--- config.mk ---
export PLATFORM = sky130hd
export DESIGN_NAME = temp_spi_reader_flat
export DESIGN_NICKNAME = d
export VERILOG_FILES = /design/src/rtl/temp_spi_reader_if.sv /design/src/rtl/temp_spi_reader.sv /design/src/flat_wrapper.sv
export SDC_FILE = /design/constraint.sdc
export NUM_CORES = 1
export LEC_CHECK = 0
export CORE_MARGIN = 2
export CORE_UTILIZATION = 45
export DETAILED_ROUTE_END_ITERATION = 8
export PLACE_DENSITY = 0.68
export SYNTH_ARGS = -nofsm -noshare
export SYNTH_HDL_FRONTEND = slang
export SYNTH_SLANG_ARGS = --single-unit
--- constraint.sdc ---
create_clock -name clk -period 2.86 [get_ports clk]
set_input_delay 0.572 -clock clk [delete_from_list [all_inputs] [get_ports clk]]
set_output_delay 0.572 -clock clk [all_outputs]
set_load 0.05 [all_outputs]
--- src/rtl/temp_spi_reader_if.sv ---
// Groups the host strobes and the sensor SPI pins of temp_spi_reader.
// The master modport is the reader; the slave modport is the host and sensor side.
interface temp_spi_reader_if;
  logic        start;
  logic        busy;
  logic        data_valid;
  logic [15:0] temp_data;
  logic        temp_cs_n;
  logic        temp_sc;
  logic        temp_mosi;
  logic        temp_miso;

  modport master (
    input  start, temp_miso,
    output busy, data_valid, temp_data, temp_cs_n, temp_sc, temp_mosi
  );

  modport slave (
    output start, temp_miso,
    input  busy, data_valid, temp_data, temp_cs_n, temp_sc, temp_mosi
  );
endinterface

--- src/rtl/temp_spi_reader.sv ---
// SPI temperature sensor reader: one 16-bit MSB-first read per trigger, data_valid 34*CLK_DIV+1 cycles after the trigger edge.
// No backpressure: triggers are taken only in IDLE and dropped while busy; TEMP_AUTO_POLL_EN adds a periodic poll trigger.
module temp_spi_reader #(
  parameter int CLK_DIV     = 25,
  parameter int POLL_CYCLES = 50_000_000
) (
  input  logic               clk,
  input  logic               reset_n,
  temp_spi_reader_if.master  bus
);

  typedef enum logic [2:0] {IDLE, SETUP, SHIFT, HOLD, DONE} state_t;

  state_t      state, state_nxt;
  logic [7:0]  div_cnt;
  logic [4:0]  bit_cnt;
  logic        sc_hi;
  logic [15:0] shreg;
  logic [15:0] data_q;
  logic        div_last;
  logic        trigger;

  // Elaborates an empty marker block when a parameter is out of its legal range.
  if (CLK_DIV < 2 || CLK_DIV > 255 || POLL_CYCLES < 1 || POLL_CYCLES > 67_108_863) begin : g_illegal_params
  end

  assign div_last = (div_cnt == 8'(CLK_DIV - 1));

`ifdef TEMP_AUTO_POLL_EN
  logic [25:0] poll_cnt;
  logic        poll_tick;

  // Free-runs from reset release regardless of busy; ticks landing mid-read are lost.
  always_ff @(posedge clk or negedge reset_n) begin
    if (!reset_n)       poll_cnt <= '0;
    else if (poll_tick) poll_cnt <= '0;
    else                poll_cnt <= poll_cnt + 26'd1;
  end

  assign poll_tick = (poll_cnt == 26'(POLL_CYCLES - 1));
  assign trigger   = bus.start | poll_tick;
`else
  assign trigger   = bus.start;
`endif

  always_ff @(posedge clk or negedge reset_n) begin
    if (!reset_n) state <= IDLE;
    else          state <= state_nxt;
  end

  always_comb begin
    state_nxt = state;
    case (state)
      IDLE:    if (trigger) state_nxt = SETUP;
      SETUP:   if (div_last) state_nxt = SHIFT;
      SHIFT:   if (div_last && sc_hi && bit_cnt == 5'd15) state_nxt = HOLD;
      HOLD:    if (div_last) state_nxt = DONE;
      DONE:    state_nxt = IDLE;
      default: state_nxt = IDLE;
    endcase
  end

  // Every phase begins with div_cnt at 0, so each lasts exactly CLK_DIV cycles.
  always_ff @(posedge clk or negedge reset_n) begin
    if (!reset_n) begin
      div_cnt <= '0;
      bit_cnt <= '0;
      sc_hi   <= 1'b0;
      shreg   <= '0;
      data_q  <= '0;
    end else begin
      if (state == IDLE || state == DONE || div_last) div_cnt <= '0;
      else                                            div_cnt <= div_cnt + 8'd1;

      if (state != SHIFT) sc_hi <= 1'b0;
      else if (div_last)  sc_hi <= ~sc_hi;

      // Sample on the edge that ends the SC-high half, i.e. the SC falling edge.
      if (state == IDLE) begin
        bit_cnt <= '0;
      end else if (state == SHIFT && div_last && sc_hi) begin
        bit_cnt <= bit_cnt + 5'd1;
        shreg   <= {shreg[14:0], bus.temp_miso};
      end

      if (state == HOLD && div_last) data_q <= shreg;
    end
  end

  always_comb begin
    bus.busy       = (state != IDLE);
    bus.temp_cs_n  = !(state == SETUP || state == SHIFT);
    bus.temp_sc    = (state == SHIFT) && sc_hi;
    bus.temp_mosi  = 1'b0;
    bus.data_valid = (state == DONE);
    bus.temp_data  = data_q;
  end

endmodule

--- src/flat_wrapper.sv ---
// flat-port wrapper written by rule: the top's interface ports become plain ports
module temp_spi_reader_flat 
#(
  parameter int CLK_DIV     = 25,
  parameter int POLL_CYCLES = 50_000_000
)
  (clk, reset_n, bus_start, bus_temp_miso, bus_busy, bus_data_valid, bus_temp_data, bus_temp_cs_n, bus_temp_sc, bus_temp_mosi);
  temp_spi_reader_if bus_i ();
  input  logic clk;
  input  logic reset_n;
  input wire logic [$bits(bus_i.start)-1:0] bus_start;
  input wire logic [$bits(bus_i.temp_miso)-1:0] bus_temp_miso;
  output wire logic [$bits(bus_i.busy)-1:0] bus_busy;
  output wire logic [$bits(bus_i.data_valid)-1:0] bus_data_valid;
  output wire logic [$bits(bus_i.temp_data)-1:0] bus_temp_data;
  output wire logic [$bits(bus_i.temp_cs_n)-1:0] bus_temp_cs_n;
  output wire logic [$bits(bus_i.temp_sc)-1:0] bus_temp_sc;
  output wire logic [$bits(bus_i.temp_mosi)-1:0] bus_temp_mosi;
  assign bus_i.start = bus_start;
  assign bus_i.temp_miso = bus_temp_miso;
  assign bus_busy = bus_i.busy;
  assign bus_data_valid = bus_i.data_valid;
  assign bus_temp_data = bus_i.temp_data;
  assign bus_temp_cs_n = bus_i.temp_cs_n;
  assign bus_temp_sc = bus_i.temp_sc;
  assign bus_temp_mosi = bus_i.temp_mosi;
  temp_spi_reader #(.CLK_DIV(CLK_DIV), .POLL_CYCLES(POLL_CYCLES)) u_core (.clk(clk), .reset_n(reset_n), .bus(bus_i));
endmodule
# [After elaboration in Yosys (flattened, before gate mapping)]
# Cells that the tools add are included.
[classes] add_sub_neg=2 multipliers=0 div_mod_pow=0 order_cmp=0 eq_ne=11 shifts=0 mux=10 n_bitwise=2 n_reduce_logical=16
[ops] operator="$mux W3" n=4
[ops] operator="$pmux W3 S4" n=1
[ops] operator="$mux W5" n=2
[ops] operator="$add A8 B1 Y8 const B" n=1
[ops] operator="$eq A8 B5 Y1 const B" n=1
[ops] operator="$mux W8" n=1
[ops] operator="$eq A3 B2 Y1 const B" n=2
[ops] operator="$logic_and A1 B1 Y1" n=6
[ops] operator="$ne A2 B1 Y1 const B" n=3
[ops] operator="$add A5 B1 Y5 const B" n=1
[ops] operator="$eq A5 B4 Y1 const B" n=1
[ops] operator="$reduce_and A4 Y1" n=1
[ops] operator="$reduce_bool A2 Y1" n=2
[ops] operator="$eq A3 B1 Y1 const B" n=1
[ops] operator="$eq A3 B3 Y1 const B" n=1
[ops] operator="$logic_not A3 Y1" n=1
[ops] operator="$logic_or A1 B1 Y1" n=3
[ops] operator="$ne A3 B2 Y1 const B" n=1
[ops] operator="$reduce_bool A3 Y1" n=1
[ops] operator="$mux W1" n=2
[ops] operator="$ne A2 B2 Y1 const B" n=1
[ops] operator="$not A1 Y1" n=2
[ops] operator="$reduce_and A2 Y1" n=1
[ops] operator="$logic_not A1 Y1" n=1
[word_totals] register_bits=49 latch_bits=0 mem_bits_rw=0 romBits=0 inputBits=4 mem_count=0

# [Longest topological paths before layout]
[depth] depth_word=5 depth_mapped=7 ltp_nobuf=6

# [Worst setup path before layout]
# Ideal clock, no wire load.
[synth_timing] path_kind="reg-to-output" start="register u_core.state[1]" end="output bus_data_valid" t_arrival_ns=1.655 setup_slack_ns=0.633 stages_incl_launch_ff=3 path_cell_list="dfrtp_1 > buf_2 > nor3b_1"
[synth_via] elab_chain_len=1
[synth_lines] item="from (decl)" line="temp_spi_reader.sv:14" rtl="state_t state, state_nxt;"
[synth_lines] item="from (signal assigned)" line="temp_spi_reader.sv:48" rtl="else state <= state_nxt;"
[synth_lines] item="$eq A3 B3 Y1" line="temp_spi_reader.sv:95" rtl="bus.data_valid = (state == DONE);"
[synth_lines] item="to (decl)" line="flat_wrapper.sv:14" rtl="output wire logic [$bits(bus_i.data_valid)-1:0] bus_data_valid;"
# Every way passes these cells.

# [Worst setup path in the final report]
[layout_timing] start="register u_core.state[0]" end="output bus_temp_sc"
[layout_via] elab_chain_len=2
[layout_lines] item="$eq A3 B2 Y1" line="temp_spi_reader.sv:93" rtl="bus.temp_sc = (state == SHIFT) && sc_hi;"
[layout_lines] item="$logic_and A1 B1 Y1" line="temp_spi_reader.sv:93"
[layout_lines] item="to (decl)" line="flat_wrapper.sv:17" rtl="output wire logic [$bits(bus_i.temp_sc)-1:0] bus_temp_sc;"
# Every way passes these cells.

==> results.py <==
metrics = {
    "synthesis": {
        "ys_ff_latch": 49,
        "synth_cells": 166,
        "yosys.area.top_type": "dfrtp_1",
        "syn_avg_cell_area_um2": 13.22,
        "ys_seq_area_share_pct": 55.87,
        "synth_top_area_share_pct": 55.87,
        "syn-cell-area_um2": 2195,
        "syn_nets": 174,
        "yosys_warnings": 0,
        "ys_types": 35,
        "synth.area.top_cells": "dfrtp_1 56%, mux2_2 11%, mux2_4 6.8%",
    },
    "sta": {
        "fin_skew_ns": 0.005905,
        "finalWorstPathRequiredPeriod_ns": 2.563,
        "max_freq_ghz": 0.3902,
        "setup_viol": 0,
        "layout_worst_path_cycle_share_pct": 89.61,
        "finalMaxSlewViolations": 0,
        "slew-limit-headroom_pct": 54.62,
        "rsz0062_at_grt": "false",
        "hold_viol": 0,
        "worst_slew_pin_slew_ns": 0.6807,
        "setup_tns_ns": 0,
        "timing.hold.ws_ns": 0.2140,
    },
    "layout": {
        "area_delta_synth_final_pct": 17.67,
        "finalNonFillerCells": 259,
        "fill_cells": 384,
        "nNetsFinal": 199,
        "drive_gt1_share_pct": 23.96,
        "design_area_um2": 2582,
        "antennaDiodeCount": 0,
    },
    "clock_network": {
        "clock_latency_ns": 0.30,
        "cts.sinks": 49,
        "post_cts_resized": 0,
        "hold_buffers": 0,
        "cts_tree": "yes",
        "numCtsBuffers": 5,
        "postCtsSetupBuffers": 0,
        "path_clk_slew_ns": 0.08,
        "clk_path_buf_depth": 2,
        "htreeDepth": 2,
        "cts_root_buffer": "clkbuf_8",
    },
    "place": {
        "placed_area_um2": 2462,
        "dp.cells": 251,
        "globalplace.congestion": 0.7688,
        "port-buffer-count": 23,
        "place_hpwl_um": 2494,
    },
    "flow_run": {
        "cap_violations": 0,
    },
    "power": {
        "seq_power_share_pct": 56.6,
        "p_int_uw": 980.1,
        "combPwrFrac_pct": 1.6,
        "sw_frac_of_total_pct": 19.80,
        "p_switching_uw": 242.0,
        "p_leak_nw": 1.254,
        "clkPwrFrac_pct": 41.8,
        "power_density_nw_per_um2": 473.3,
        "max-vdd-ir-drop_mv": 0.3186,
        "power.total_mw": 1.222,
    },
    "floorplan": {
        "die_w_um": 73.84,
        "pin_count": 25,
        "initial_core_util_pct": 46.46,
        "core-area_um2": 4723,
        "die_area_um2": 5452,
        "die_h_um": 73.84,
        "placementRows": 25,
    },
    "drt": {
        "wire_per_inst_um": 13.71,
        "route.detailed.drc": 0,
        "detail-route-antenna-nets": 0,
        "routed_wirelength_um": 3550,
        "post_drt_via_cell_ratio": 5.089,
        "drt_iter0_drc": 85,
        "detailroute.via_count": 1318,
        "dr.pass1.iters": 5,
    },
    "global_routing": {
        "track_usage_pct": 14.97,
        "grt_remaining_overflow": 0,
        "grt_use_met1_pct": 19.70,
        "grt_max_degree": 31,
        "grt_first_pass_wirelength_um": 6189,
        "antenna_found_initial": 0,
        "use_met2_pct": 23.21,
        "busiest_layer": "met2",
        "grt_pass1_vias": 1342,
        "grt_use_met3_pct": 3.841,
    },
    "setup_path": {
        "rr_endpoint": "u_core.sc_hi",
        "worstSetupEndpointType": "primary output",
        "path_max_fanout": 10,
        "crit_path_max_incr_delay_ns": 0.83,
        "crit_required_ns": 2.29,
        "arrival_ns": 1.99,
        "worstPathCellList": "and4bb_1 > clkdlybuf4s50_1",
        "r2r_cells": 5,
        "criticalPathCategory": "reg -> out",
        "reg2reg_setup_slack_ns": 0.73,
        "r2r-start": "u_core.div_cnt[0]",
        "critPathTopFamily": "buffers and inverters",
        "cpMaxStageDelayCell": "clkdlybuf4s50_1",
        "path_buf_inv": 1,
        "cp-start-kind": "register",
    },
    "run_status": {
        "status": "finished, final reports clean",
    },
    "worst_hold_path": {
        "min_path_type": "in -> async",
    },
}
==> cells by family (layout without fill, tap and decap cells) <==
kind of cell	Yosys count	count (layout)	share of synthesized area, %
AOI/OAI and AO/OA	16	16	4.276
DFF	49	49	55.87
and+or+nand+nor	41	41	11.80
xor gates and xnor gates	5	5	1.995
adders and majority gates	4	4	2.281
muxes	35	35	19.50
other	1	1	0.1709
buffers and inverters	15	41	4.105
==> stage by stage <==
| stage | util (%) | setup WS (ns) |
|---|---|---|
| after floorplan | - | 0.6325 |
| after global placement | 52.13 | 0.6430 |
| after detailed placement | 52.13 | 0.6331 |
| after CTS | 54.68 | 0.3013 |
| after global routing | 54.68 | 0.2160 |
| final | 54.68 | 0.2972 |
==> power by group through the flow <==
stage                     registers (mW)  clock network (mW)  logic [mW]
after floorplan                    0.706                   0     0.00392
after global placement             0.706                   0      0.0208
after detailed placement           0.706                   0      0.0212
after CTS                          0.692               0.522      0.0211
after global routing               0.692               0.553      0.0232
final                              0.692               0.510      0.0198
==> final cells by class <==
| cell class | instances | area (um2) | share of cell area (%) |
|---|---|---|---|
| multi-input combinational | 102 | 878.3 | 34.01 |
| inverter | 7 | 26.28 | 1.017 |
| sequential | 49 | 1226 | 47.48 |
| clock inverter | 2 | 37.54 | 1.453 |
| timing repair buffer | 26 | 247.7 | 9.593 |
| clock buffer | 6 | 82.58 | 3.198 |
| tap | 67 | 83.83 | 3.246 |
==> state kept, by name, summed over array words and instances (netlist names) <==
register	count
u_core.bit_cnt	5
u_core.bus.temp_data	16
u_core.div_cnt	8
u_core.sc_hi	1
u_core.shreg	16
u_core.state	3
==> how the worst max path moves through the flow <==
stage                          startpoint             end  depth (start not counted)
after floorplan           u_core.state[1]  bus_data_valid                          2
final                     u_core.state[0]     bus_temp_sc                          2
after detailed placement  u_core.state[0]     bus_temp_sc                          2
after global routing      u_core.state[0]     bus_temp_sc                          2
after global placement    u_core.state[0]     bus_temp_sc                          2
after CTS                 u_core.state[0]     bus_temp_sc                          2
==> per-layer routing <==
metal / part of all wire [%] / up-vias
li1: - / 634
met4: 2.0 / 0
met3: 3.8 / 9
met1: 46 / 645
met5: 0 / -
met2: 48 / 30
==> layout by cell type, fill, tap and decap left out <==
cell type	netlist	final
dfrtp_1	49	49
mux2_2	22	22
clkdlybuf4s50_1	0	22
mux2_4	10	10
inv_1	7	7
nand3_1	6	6
nand2_1	6	6
o21ai_0	6	6
clkbuf_8	0	6
nor2_1	5	5
a21oi_1	5	5
xor2_1	4	4
or3_1	4	4
and3_1	4	4
ha_1	4	4
nor3b_1	3	3
nand4_1	3	3
mux2i_1	3	3
buf_4	3	3
and4bb_1	2	2
nor2b_1	2	2
nor3_1	1	1
nand4bb_2	1	1
or3b_1	1	1
o22ai_1	1	1
xnor2_1	1	1
nand2b_1	1	1
nand4bb_1	1	1
a211oi_1	1	1
or4_4	1	1
o2111ai_1	1	1
o31ai_1	1	1
a2111oi_0	1	1
conb_1	1	1
clkinvlp_4	0	1
bufinv_16	0	1
buf_2	3	1
==> Yosys cell counts <==
cell type	number
dfrtp_1	49
mux2_2	22
mux2_4	10
inv_1	7
nand2_1	6
nand3_1	6
o21ai_0	6
a21oi_1	5
nor2_1	5
and3_1	4
ha_1	4
or3_1	4
xor2_1	4
buf_2	3
buf_4	3
mux2i_1	3
nand4_1	3
nor3b_1	3
and4bb_1	2
nor2b_1	2
a2111oi_0	1
a211oi_1	1
buf_6	1
buf_8	1
conb_1	1
nand2b_1	1
nand4bb_1	1
nand4bb_2	1
nor3_1	1
o2111ai_1	1
o22ai_1	1
o31ai_1	1
or3b_1	1
or4_4	1
xnor2_1	1
Note: power is estimated with default switching activity, not from simulation.
